`config.mk`:
```
export PLATFORM = sky130hd
export DESIGN_NAME = score_bcd_converter
export DESIGN_NICKNAME = d
export VERILOG_FILES = /design/src/rtl/game_pkg.sv /design/src/rtl/bcd_digit_adjust.sv /design/src/rtl/score_bcd_converter.sv
export SDC_FILE = /design/constraint.sdc
export NUM_CORES = 1
export LEC_CHECK = 0
export ABC_AREA = 1
export BUFFER_PORTS_ARGS = -buffer_cell sky130_fd_sc_hd__buf_2
export CAP_MARGIN = 20
export CORE_MARGIN = 5
export CORE_UTILIZATION = 40
export DETAILED_ROUTE_END_ITERATION = 12
export HOLD_SLACK_MARGIN = 0.1
export PLACE_DENSITY_LB_ADDON = 0.08
export SETUP_SLACK_MARGIN = 0.4
export SLEW_MARGIN = 30
export SYNTH_ARGS = -nofsm -noshare
export SYNTH_HDL_FRONTEND = slang
export SYNTH_HIERARCHICAL = 1
export SYNTH_SLANG_ARGS = --single-unit
```
`constraint.sdc`:
```
create_clock -name clk -period 1.8 [get_ports clk]
set_input_delay 0.18 -clock clk [delete_from_list [all_inputs] [get_ports clk]]
set_output_delay 0.18 -clock clk [all_outputs]
set_load 0.05 [all_outputs]
```
`src/rtl/game_pkg.sv`:
```
// Shared constants, state encoding and helpers for the score display path.
package game_pkg;

   localparam int BCD_DIGIT_W = 4;
   localparam logic [BCD_DIGIT_W-1:0] BCD_NINE = 4'd9;

   typedef enum logic [1:0] {
      IDLE  = 2'd0,
      SHIFT = 2'd1,
      DONE  = 2'd2
   } conv_state_e;

   // Elaboration-time 10**n, used to size the saturation limit.
   function automatic int unsigned pow10(input int unsigned n);
      int unsigned r;
      r = 1;
      for (int unsigned i = 0; i < n; i++) r = r * 10;
      return r;
   endfunction

endpackage

```
`src/rtl/bcd_digit_adjust.sv`:
```
// Double-dabble digit cell: add 3 to a BCD digit that is 5 or more.
module bcd_digit_adjust
   import game_pkg::*;
(
   input  logic [BCD_DIGIT_W-1:0] digit,
   output logic [BCD_DIGIT_W-1:0] adjusted
);

   assign adjusted = (digit >= 4'd5) ? digit + 4'd3 : digit;

endmodule

```
`src/rtl/score_bcd_converter.sv`:
```
// Sequential binary-to-BCD converter (one bit per clock) that holds the last
// result stable for the display and saturates to all nines on overflow.
module score_bcd_converter
   import game_pkg::*;
#(
   parameter int BIN_WIDTH  = 14,
   parameter int NUM_DIGITS = 4
) (
   input  logic                              clk,
   input  logic                              rst,
   input  logic [BIN_WIDTH-1:0]              value,
   output logic [BCD_DIGIT_W*NUM_DIGITS-1:0] bcd,
   output logic                              valid,
   output logic                              busy,
   output logic                              overflow
);

   localparam int                ACC_W      = BCD_DIGIT_W * NUM_DIGITS;
   localparam int unsigned       MAX_VALUE  = pow10(NUM_DIGITS) - 1;
   localparam int                CNT_W      = (BIN_WIDTH > 1) ? $clog2(BIN_WIDTH) : 1;
   localparam logic [CNT_W-1:0]  LAST_SHIFT = CNT_W'(BIN_WIDTH - 1);
   localparam logic [ACC_W-1:0]  ALL_NINES  = {NUM_DIGITS{BCD_NINE}};

   conv_state_e          state;
   logic [CNT_W-1:0]     cnt;
   logic [BIN_WIDTH-1:0] bin_sr;
   logic [BIN_WIDTH-1:0] captured;
   logic [BIN_WIDTH-1:0] last_value;
   logic [ACC_W-1:0]     acc;
   logic [ACC_W-1:0]     acc_adj;
   logic                 force_conv;
   logic                 ovf_pending;

   for (genvar d = 0; d < NUM_DIGITS; d++) begin : g_adj
      bcd_digit_adjust u_adj (
         .digit    (acc[d*BCD_DIGIT_W +: BCD_DIGIT_W]),
         .adjusted (acc_adj[d*BCD_DIGIT_W +: BCD_DIGIT_W])
      );
   end

   always_ff @(posedge clk) begin
      if (rst) begin
         state       <= IDLE;
         cnt         <= '0;
         bin_sr      <= '0;
         captured    <= '0;
         last_value  <= '0;
         acc         <= '0;
         force_conv  <= 1'b1;
         ovf_pending <= 1'b0;
         bcd         <= '0;
         valid       <= 1'b0;
         busy        <= 1'b0;
         overflow    <= 1'b0;
      end else begin
         case (state)
            IDLE: begin
               // force_conv makes the first cycle after reset convert even if
               // value happens to equal the cleared last_value.
               if ((value != last_value) || force_conv) begin
                  bin_sr      <= value;
                  captured    <= value;
                  acc         <= '0;
                  ovf_pending <= (32'(value) > MAX_VALUE);
                  busy        <= 1'b1;
                  cnt         <= '0;
                  force_conv  <= 1'b0;
                  state       <= SHIFT;
               end else begin
                  busy <= 1'b0;
               end
            end
            SHIFT: begin
               // Top bits falling off acc only happen when saturation hides them.
               acc    <= {acc_adj[ACC_W-2:0], bin_sr[BIN_WIDTH-1]};
               bin_sr <= {bin_sr[BIN_WIDTH-2:0], 1'b0};
               cnt    <= cnt + CNT_W'(1);
               if (cnt == LAST_SHIFT) state <= DONE;
            end
            DONE: begin
               bcd        <= ovf_pending ? ALL_NINES : acc;
               overflow   <= ovf_pending;
               valid      <= 1'b1;
               last_value <= captured;
               busy       <= 1'b0;
               state      <= IDLE;
            end
            default: state <= IDLE;
         endcase
      end
   end

endmodule

```
# Word level (Yosys, flattened, before mapping)
# Index checks and enable logic that the tools add are counted.
# word_totals
wordCells,51
in_bits,16
regBits,85
out_inout_bits,19
# op_classes
n_mux,16
eq_ne,6
reduce_logical,7
n_addsub,5
order_cmp,5
# ops
operator,count
$mux 16,2
$pmux 16 s2,1
$pmux 14 s2,1
$ge 4x3->1 const B,4
$mux 4,4
$gt 14x14->1 const B,1
$mux 14,1
$ne 14x14->1,1
$add 4x2->4 const B,3
$pmux 4 s2,1
$reduce_and 2->1,3
$add 4x1->4 const B,1
$eq 4x4->1 const B,1
$mux 2,2
$ne 2x2->1 const B,2
$pmux 2 s2,1
$reduce_bool 2->1,2
$add 3x2->3 const B,1
$mux 3,1
$eq 2x1->1 const B,1
$eq 2x2->1 const B,1
$logic_not 2->1,1
$pmux 1 s2,1
$logic_or 1x1->1,1
$mux 1,1

# Logic depth before layout (Yosys ltp)
# Gate-level depths: netlist of run 1.
# depth
word_depth,4
mapped_depth,12
depth_no_buf,11

# By module
# Netlist of run 1, hierarchy kept.
# modules_own_cells
module,instances,area_each_um2,seq_area_each_um2,cells_each
score_bcd_converter,1,3563.4,1701.6,462
bcd_digit_adjust,4,135.1,0.0,23

# Least setup slack after synthesis of run 1
# No wires, ideal clock.
# synth_path
kind,reg2reg
start,register last_value[7]
end,register bin_sr[12]
t_required_ps,1686
setup_ps,114
arrival_ps,1230
path_slack_ps,457
stages_incl_launch_ff,13
period_less_slack_ps,1343
path_buffers,1
path_cell_list,dfxtp_1 -> inv_1 -> nand2_1 -> nand2_1 -> nor2_1 -> nand2_1 -> nor2_2 -> nand2_4 -> nand2_8 -> nand2_4 -> buf_6 -> nor2_1 -> nor2_1
# synth_via
elab_chain_cells,4
# synth_rtl
item,line,text
start: declaration,score_bcd_converter.sv:28,logic [BIN_WIDTH-1:0] last_value;
start signal: assignment,score_bcd_converter.sv:84,last_value <= captured;
$ne 14x14->1,score_bcd_converter.sv:60,if ((value != last_value) || force_conv) begin
$logic_or 1x1->1,score_bcd_converter.sv:60,
$ne 2x2->1 (no source line),n/a,
$reduce_and 2->1 (no source line),n/a,
end signal: assignment,score_bcd_converter.sv:61,bin_sr <= value;
end signal: assignment,score_bcd_converter.sv:76,"bin_sr <= {bin_sr[BIN_WIDTH-2:0], 1'b0};"
end: declaration,score_bcd_converter.sv:26,logic [BIN_WIDTH-1:0] bin_sr;
# No other way between the ends.
# A chain may end at the register's enable or synchronous reset.

# Final worst setup path of run 1
# layout_path
start,register last_value[1]
end,register ovf_pending
# layout_via
elab_chain_cells,3
# layout_rtl
item,line,text
$ne 14x14->1,score_bcd_converter.sv:60,
$logic_or 1x1->1,score_bcd_converter.sv:60,
$reduce_and 2->1 (no source line),n/a,
end signal: assignment,score_bcd_converter.sv:64,ovf_pending <= (32'(value) > MAX_VALUE);
end: declaration,score_bcd_converter.sv:32,logic ovf_pending;
# No other way between the ends.

==> results.json, run 1 <==
{
  "drive_gt1_share_pct": 28.8,
  "worstSetupEndpointType": "register",
  "worst_pin_slew_ns": 0.704,
  "antenna_found_initial": 0,
  "min_path_type": "in2reg",
  "core_area_sq_um": 9860,
  "peakVddDrop_uv": 315,
  "antennaDiodeCount": 0,
  "holdPathEnd": "bin_sr[12]",
  "vias": 3653,
  "status": "completed",
  "slowest_stage": "dfxtp_2",
  "cpMostUsedCell": "nand2_1",
  "wl_microns": 10300,
  "rsz0062_at_grt": "yes",
  "cp-start-kind": "register",
  "crit_type": "reg2reg",
  "maxCapViolCount": 0,
  "fmax_mhz": 674,
  "io_pins": 35,
  "dp_hpwl_microns": 6810,
  "row_count": 36,
  "grt_pass1_vias": 3640,
  "die_w_microns": 111,
  "nFillCells": 982,
  "min_period_ns": 1.48,
  "cts_tree": "yes",
  "post_drt_wl_per_cell_microns": 14.1,
  "max_stage_delay_ns": 0.33,
  "syn-instance-count": 549,
  "grt_overflow": 0,
  "drt-pass1-iter-count": 4,
  "cp-startpoint": "last_value[1]",
  "drc": 0,
  "drv_slew": 0,
  "hold_path_depth": 3,
  "area_delta_synth_final_pct": 21.3,
  "clk_latency_ns": 0.36,
  "start_util_pct": 41.3,
  "r2r_slack_ns": 0.32,
  "fin_crit_sh_pct": 82.4,
  "final_antenna_net_count": 0,
  "finClkSkew_ns": 0.0112,
  "grt_pass1_wl_microns": 17400,
  "rr_worst_depth": 10,
  "hold_violations": 0,
  "cts_sinks": 85,
  "setup_violations": 0,
  "grt_usage_pct": 17.1,
  "synth_nets": 575,
  "cp_cell_sequence": "nand2_1 > nand2_1 > nor2_2 > nand2_2 > nor2_4 > nand2_4 > buf_4 > buf_6 > nand3_1 > a21oi_2",
  "grt_max_degree": 36,
  "finalSetupTns_ns": 0,
  "clkTransAtPathRegs_ns": 0.09,
  "p_per_area_nw_per_um2": 771,
  "r2r-start": "last_value[1]",
  "cts_buffer_depth": 2,
  "clock-root-buffer": "clkbuf_8",
  "mappedNetlistArea_sq_um": 4080,
  "crit_arrival_ns": 1.72,
  "yosys_warnings": 6,
  "htree_num_levels": 3,
  "r2r_end": "ovf_pending",
  "io_buffer_count": 34,
  "drt-initial-drc-count": 165,
  "avgViaCountPerCell": 4.98,
  "dieArea_sq_um": 12300,
  "die_h_microns": 111,
  "final_net_count": 622,
  "syn_avg_cell_area_sq_um": 7.43,
  "leakagePower_nw": 2.05,
  "cp_max_fo": 15,
  "worstHoldStart": "value[12]",
  "finalPower_mw": 3.81,
  "cts_buffers": 9,
  "place.gp.congestion": 0.808,
  "critPathRequiredTime_ns": 2.04,
  "slew_headroom_pct": 52.8
}
[worst max path at each step]
| stage | end | cells past startpoint |
|---|---|---|
| 4_1_cts | captured[8] | 11 |
| 2_1_floorplan | bin_sr[12] | 12 |
| 6_report | ovf_pending | 10 |
| 3_3_place_gp | bcd[7] | 4 |
| 5_1_grt | bin_sr[10] | 12 |
| 3_5_place_dp | bcd[4] | 4 |
[critical path, delay by kind of cell, from the launching register on]
kind | cells | cell delay (ns)
AND/OR/NAND/NOR | 7 | 0.68
flip-flops | 1 | 0.33
AO/OA/AOI/OAI | 1 | 0.07
buffers and inverters | 2 | 0.28
[sequential cells by signal, summed over array words and instances (netlist names)]
register	cells
bcd	16
cnt	4
busy	1
acc	16
overflow	1
valid	1
bin_sr	14
last_value	14
ovf_pending	1
force_conv	1
state	2
captured	14
[power by group]
group / internal, mW / total, mW / switching [mW] / leakage (nW)
Combinational: 0.190 / 0.466 / 0.276 / 1.25
Clock: 0.677 / 1.36 / 0.684 / 0.0964
Sequential: 1.94 / 1.99 / 0.0466 / 0.699
[cell usage in the layout, fill, tap and decap left out, drive strengths merged]
cell type,count
nand2,115
dfxtp,85
nor2,81
o21ai,65
buf,59
nand3,51
a21oi,49
inv,49
clkbuf,13
o21bai,12
ha,10
clkinv,4
clkinvlp,2
o22ai,2
xnor2,1
xor2,1
nor3,1
bufinv,1
[final cells by class]
type	instances	area, sq um	area share, %
repair buffers	60	487	9.84
clock buffers	12	145	2.94
multi-input cells	388	2180	44.2
clock inverters	4	47.5	0.962
well taps	133	166	3.37
inverters	52	199	4.02
flip-flops and latches	85	1720	34.7
[routing by layer]
metal	global-route usage, %	wire length (microns)
met3	3.71	360
met4	5.58	145
met5	0	0
met1	20.7	4750
met2	30.1	5090
[timing repair]
action                                  CTS  global route
gates resized for setup                  43            22
buffers inserted                          7             3
hold buffers                              0             0
pin swaps                                16            17
endpoints found under the setup margin   56            76
gates cloned                              2             1
[per-stage QoR]
step	utilization, %	hold slack (ns)	cells	cell area [sq um]	setup WS [ns]
finish	50.1	0.135	734	4940	0.316
global route	50.1	0.137	734	4940	0.195
CTS	49.1	0.115	730	4840	0.345
detailed placement	44.7	0.448	705	4410	0.152
global placement	44.7	0.444	705	4410	0.161
floorplan	-	0.249	549	4080	0.457
No activity file was read; power rests on OpenSTA's default activity.
==> run 2: changes to the inputs <==
--- a/config.mk
+++ b/config.mk
@@ -5,7 +5,7 @@
 export SDC_FILE = /design/constraint.sdc
 export NUM_CORES = 1
 export LEC_CHECK = 0
-export ABC_AREA = 1
+export ABC_AREA = 0
 export BUFFER_PORTS_ARGS = -buffer_cell sky130_fd_sc_hd__buf_2
 export CAP_MARGIN = 20
 export CORE_MARGIN = 5
==> constraint.sdc (replaced) <==
create_clock -name clk -period 1.54 [get_ports clk]
set_input_delay 0.154 -clock clk [delete_from_list [all_inputs] [get_ports clk]]
set_output_delay 0.154 -clock clk [all_outputs]
set_load 0.05 [all_outputs]
==> run 2 against run 1 <==
Net effect:
- the flow now finishes with violations (setup timing)
- sequential share of layout area fell by 2.1 points
- via count fell by 13%
- clock power rose by 13%
- hold slack got worse by 0.0029 ns
- combinational power rose by 31%
- clock skew fell by 0.0032 ns
- maximum frequency fell by 17%
- critical path type unchanged
- critical endpoint is now captured[2]
- largest cell class unchanged
- highest routed layer unchanged
==> results.json, run 2 <==
{
  "status": "finished, violations left",
  "violations": "setup timing",
  "syn_avg_cell_area_sq_um": 8.32,
  "cts_buffers": 9,
  "antenna_found_initial": 0,
  "worst_pin_slew_ns": 0.323,
  "grt_max_degree": 59,
  "clk_latency_ns": 0.35,
  "area_delta_synth_final_pct": 43.0,
  "wl_microns": 9340,
  "slew_headroom_pct": 78.3,
  "cts_tree": "yes",
  "grt_usage_pct": 16.9,
  "hold_path_depth": 3,
  "final_net_count": 539,
  "core_area_sq_um": 9110,
  "final_antenna_net_count": 0,
  "rr_worst_depth": 7,
  "post_drt_wl_per_cell_microns": 14.9,
  "leakagePower_nw": 2.19,
  "drc": 0,
  "fin_util_pct": 58.0,
  "die_h_microns": 106,
  "fin_crit_sh_pct": 117,
  "setup_violations": 51,
  "worstSetupEndpointType": "register",
  "row_count": 35,
  "cts_sinks": 85,
  "die_w_microns": 106,
  "place.gp.congestion": 0.736,
  "yosys_warnings": 6,
  "critPathRequiredTime_ns": 1.78,
  "drive_gt1_share_pct": 37.8,
  "mappedNetlistArea_sq_um": 3690,
  "drt-initial-drc-count": 111,
  "synth_nets": 470,
  "grt_overflow": 0,
  "htree_num_levels": 3,
  "peakVddDrop_uv": 473,
  "final_common_cell": "dfxtp_1",
  "finClkSkew_ns": 0.00799,
  "hold_violations": 0,
  "p_per_area_nw_per_um2": 847,
  "drv_slew": 0,
  "cp-startpoint": "last_value[1]",
  "grt_pass1_wl_microns": 15100,
  "drt-pass1-iter-count": 4,
  "vias": 3178,
  "worstHoldStart": "value[0]",
  "crit_type": "reg2reg",
  "syn-instance-count": 444,
  "r2r-start": "last_value[1]",
  "finalSetupTns_ns": -9.80,
  "grt_pass1_vias": 3032,
  "top_regs": "acc: 16 flops, bcd: 16 flops",
  "clkTransAtPathRegs_ns": 0.08,
  "finalPower_mw": 4.48,
  "antennaDiodeCount": 0,
  "maxCapViolCount": 0,
  "start_util_pct": 40.6,
  "io_buffer_count": 34,
  "cts_buffer_depth": 2,
  "fmax_mhz": 556,
  "r2r_end": "captured[2]",
  "clock-root-buffer": "clkbuf_8",
  "r2r_slack_ns": -0.26,
  "cp-start-kind": "register",
  "avgViaCountPerCell": 5.07,
  "io_pins": 35,
  "holdPathEnd": "bin_sr[0]",
  "dieArea_sq_um": 11300,
  "worst_slack_ns": -0.258,
  "cp_max_fo": 8,
  "crit_arrival_ns": 2.04,
  "layout_common_cells": "dfxtp_1 (69), nand2_1 (60), nor2_1 (49), a21oi_1 (31)",
  "min_period_ns": 1.80,
  "rsz0062_at_grt": "yes",
  "dp_hpwl_microns": 5550,
  "min_path_type": "in2reg"
}
-- run 2: worst max-delay path by stage --
stage | slack [ns] | cells after the start | end
3_3_place_gp | -0.33 | 6 | ovf_pending
4_1_cts | -0.27 | 6 | ovf_pending
2_1_floorplan | -0.04 | 8 | captured[10]
3_5_place_dp | -0.34 | 6 | ovf_pending
5_1_grt | -0.36 | 7 | captured[1]
6_report | -0.26 | 7 | captured[2]
-- run 2: stage by stage --
stage	cell area (sq um)	hold WS (ns)	instances	setup WS [ns]
after global routing	5290	0.128	627	-0.357
after floorplan	3820	0.298	444	-0.0424
final	5290	0.132	627	-0.258
after CTS	4900	0.104	620	-0.273
after global placement	4230	0.432	589	-0.331
after detailed placement	4230	0.442	589	-0.338
-- run 2: layout make-up --
class | instances | area, sq um
fill | 835 | 3820
tap | 111 | 139
multi-input combinational | 319 | 2300
clock buffer | 12 | 145
timing repair buffer | 88 | 906
clock inverter | 2 | 35.0
sequential | 85 | 1720
inverter | 10 | 37.5
-- run 2: report_power, final --
group / internal, mW / switching, mW / total (mW)
clock: 0.776 / 0.762 / 1.54
combinational: 0.309 / 0.300 / 0.609
sequential: 2.27 / 0.0639 / 2.33
-- run 2: worst max-delay path: stages (launching register included) --
cell and delay [ns]:
dfxtp_2 0.34, xor2_2 0.19, nor4_2 0.29, a311o_2 0.32, buf_12 0.15, buf_12 0.12
mux2i_2 0.19, nor2_1 0.07
-- run 2: metal layers --
metal | GRT usage, % | vias to the layer above | wire length, microns
li1 | - | 1629 | -
met1 | 21.9 | 1493 | 4480
met2 | 27.8 | 41 | 4480
met3 | 3.34 | 15 | 227
met4 | 6.29 | 0 | 146
met5 | 0 | - | 0
-- run 2: what timing repair did --
| item | in CTS | in global routing |
|---|---|---|
| buffers inserted | 9 | 5 |
| setup endpoints to repair | 73 | 96 |
| hold endpoints to repair | 2 | 0 |
| gates cloned | 6 | 2 |
| hold buffers | 2 | 0 |
| gates resized for setup | 74 | 82 |
| pin swaps | 35 | 30 |
==> run 3: changes to the inputs <==
--- a/config.mk
+++ b/config.mk
@@ -8,7 +8,6 @@
 export ABC_AREA = 0
 export BUFFER_PORTS_ARGS = -buffer_cell sky130_fd_sc_hd__buf_2
 export CAP_MARGIN = 20
-export CORE_MARGIN = 5
 export CORE_UTILIZATION = 40
 export DETAILED_ROUTE_END_ITERATION = 12
 export HOLD_SLACK_MARGIN = 0.1
==> run 3 against run 2 <==
Net effect:
- the flow finishes with violations (DRC, setup timing)
- die area fell by 15%
- global-route usage up 2.2 points
- register-to-register slack about the same
- total power up 8.8%
- hold slack got worse by 0.018 ns
- critical path type unchanged
- largest power group unchanged
- highest routed layer unchanged
==> results.json, run 3 (synthesis gave the netlist of run 2 again) <==
{
  "grt_pass1_wl_microns": 14600,
  "finalPower_mw": 4.87,
  "min_period_ns": 1.81,
  "grt_overflow": 0,
  "setup_violations": 51,
  "drv_slew": 0,
  "layout_common_cells": "dfxtp_1 (74), nand2_1 (68), nor2_1 (51), a21oi_1 (41), buf_4 (30)",
  "critPathRequiredTime_ns": 1.83,
  "clkTransAtPathRegs_ns": 0.09,
  "pwr-share-seq_pct": 47.5,
  "cp-startpoint": "last_value[7]",
  "worst_pin_slew_ns": 0.407,
  "grt_max_degree": 87,
  "power.switching_mw": 1.17,
  "top_regs": "acc: 16 flops, bcd: 16 flops",
  "area_delta_synth_final_pct": 38.0,
  "p_per_area_nw_per_um2": 956,
  "final_common_cell": "dfxtp_1",
  "slew_headroom_pct": 72.6,
  "vias": 3148,
  "htree_num_levels": 3,
  "io_buffer_count": 34,
  "min_path_type": "in2reg",
  "crit_path_end": "ovf_pending",
  "r2r_end": "ovf_pending",
  "drc": 1,
  "grt_pass1_vias": 2969,
  "multi_input_area_sq_um": 2170,
  "dp_hpwl_microns": 5580,
  "start_util_pct": 41.8,
  "avgViaCountPerCell": 5.05,
  "row_count": 34,
  "io_pins": 35,
  "antenna_found_initial": 0,
  "status": "finished, violations left",
  "rr_worst_depth": 7,
  "area.sequential_sq_um": 1720,
  "violations": "DRC, setup timing",
  "rsz0062_at_grt": "yes",
  "finClkSkew_ns": 0.00798,
  "core_area_sq_um": 8850,
  "peakVddDrop_uv": 420,
  "antennaDiodeCount": 0,
  "cts_buffer_depth": 2,
  "crit_arrival_ns": 2.10,
  "nFillCells": 786,
  "dp_slack_ns": -0.365,
  "worst_slack_ns": -0.273,
  "hold_violations": 0,
  "cts_tree": "yes",
  "r2r-start": "last_value[7]",
  "cts_sinks": 85,
  "fin_crit_sh_pct": 118,
  "cp_max_fo": 10,
  "clk_latency_ns": 0.35,
  "fin_util_pct": 57.6,
  "drive_gt1_share_pct": 31.7,
  "fmax_mhz": 552,
  "die_h_microns": 98.1,
  "drt-pass1-iter-count": 11,
  "post_drt_wl_per_cell_microns": 14.6,
  "final_net_count": 536,
  "pwr-share-comb_pct": 11.3,
  "maxCapViolCount": 0,
  "crit_type": "reg2reg",
  "worstSetupEndpointType": "register",
  "internal_power_mw": 3.70,
  "final_antenna_net_count": 0,
  "r2r_slack_ns": -0.27,
  "wl_microns": 9080,
  "pwr-share-clk_pct": 41.2,
  "die_w_microns": 98.1,
  "cp-start-kind": "register",
  "cts_buffers": 9,
  "clock-root-buffer": "clkbuf_8",
  "drt-initial-drc-count": 105,
  "switching_share_pct": 24.1,
  "leakagePower_nw": 2.05,
  "dieArea_sq_um": 9630,
  "place.gp.congestion": 0.792,
  "grt_usage_pct": 19.1
}
==> run 3: cell count changes in the layout (fill, tap and decap cells not counted), moves of 4 or more <==
cell | previous run | this run
buf_6 | 22 | 7
a21oi_1 | 31 | 41
a21oi_2 | 16 | 6
buf_4 | 22 | 30
nand2_1 | 60 | 68
nand2_4 | 9 | 1
dfxtp_1 | 69 | 74
dfxtp_2 | 16 | 11
buf_8 | 2 | 6
o221a_2 | 4 | 0
o221a_4 | 8 | 12
xor2_1 | 5 | 9
xor2_2 | 5 | 1
==> run 3: final cells by class <==
type / count / area share, %
Tap cell: 108 / 2.65
Inverter: 10 / 0.736
Sequential cell: 85 / 33.7
Multi-Input combinational cell: 320 / 42.6
Timing Repair Buffer: 84 / 15.3
Clock buffer: 11 / 2.97
Clock inverter: 5 / 2.09
==> run 3: stage by stage <==
step	hold slack (ns)	std cells	setup TNS, ns	instance area [sq um]
after floorplan	0.298	444	-0.691	3820
after CTS	0.101	618	-11.44	4810
after global placement	0.435	593	-13.31	4290
after detailed placement	0.438	593	-15.28	4290
after global routing	0.104	623	-14.34	5100
final	0.114	623	-10.60	5100
==> run 3: how the worst min path moves through the flow <==
stage                         end  cells past startpoint        start
global route            bin_sr[0]                      3     value[0]
global placement    last_value[3]                      2  captured[3]
floorplan             captured[0]                      2     value[0]
CTS                     bin_sr[0]                      3     value[0]
finish                  bin_sr[0]                      3     value[0]
detailed placement  last_value[3]                      2  captured[3]
==> run 3: what timing repair did <==
item | in CTS | in global routing
cloned | 4 | 1
pin swaps | 13 | 10
hold buffers | 1 | 0
endpoints found under the setup margin | 81 | 96
setup buffers | 4 | 4
gates resized for setup | 35 | 61
hold endpoints to repair | 1 | 0
==> run 3: routing by layer <==
metal | track usage (%) | vias to the layer above | wire (microns) | part of all wire (%)
met4 | 6.99 | 0 | 102 | 1.1
met1 | 26.5 | 1476 | 4620 | 51
met3 | 2.86 | 9 | 194 | 2.1
met2 | 30.2 | 36 | 4170 | 46
li1 | - | 1627 | - | -
met5 | 0 | - | 0 | 0
==> run 3: critical path, cell delays in order, from the launching register on <==
cell	delay, ns
dfxtp_2	0.34
xor2_1	0.18
nor4_2	0.08
buf_4	0.13
a311o_2	0.37
buf_8	0.16
or3b_1	0.37
a21oi_1	0.12
==> run 3: power by group through the flow <==
| stage | combinational, mW | clock (mW) | sequential, mW |
|---|---|---|---|
| 2_1_floorplan | 0.291 | 0 | 2.36 |
| 5_1_grt | 0.594 | 2.13 | 2.32 |
| 6_report | 0.550 | 2.01 | 2.32 |
| 4_1_cts | 0.507 | 2.05 | 2.31 |
| 3_3_place_gp | 0.458 | 0 | 2.36 |
| 3_5_place_dp | 0.460 | 0 | 2.36 |
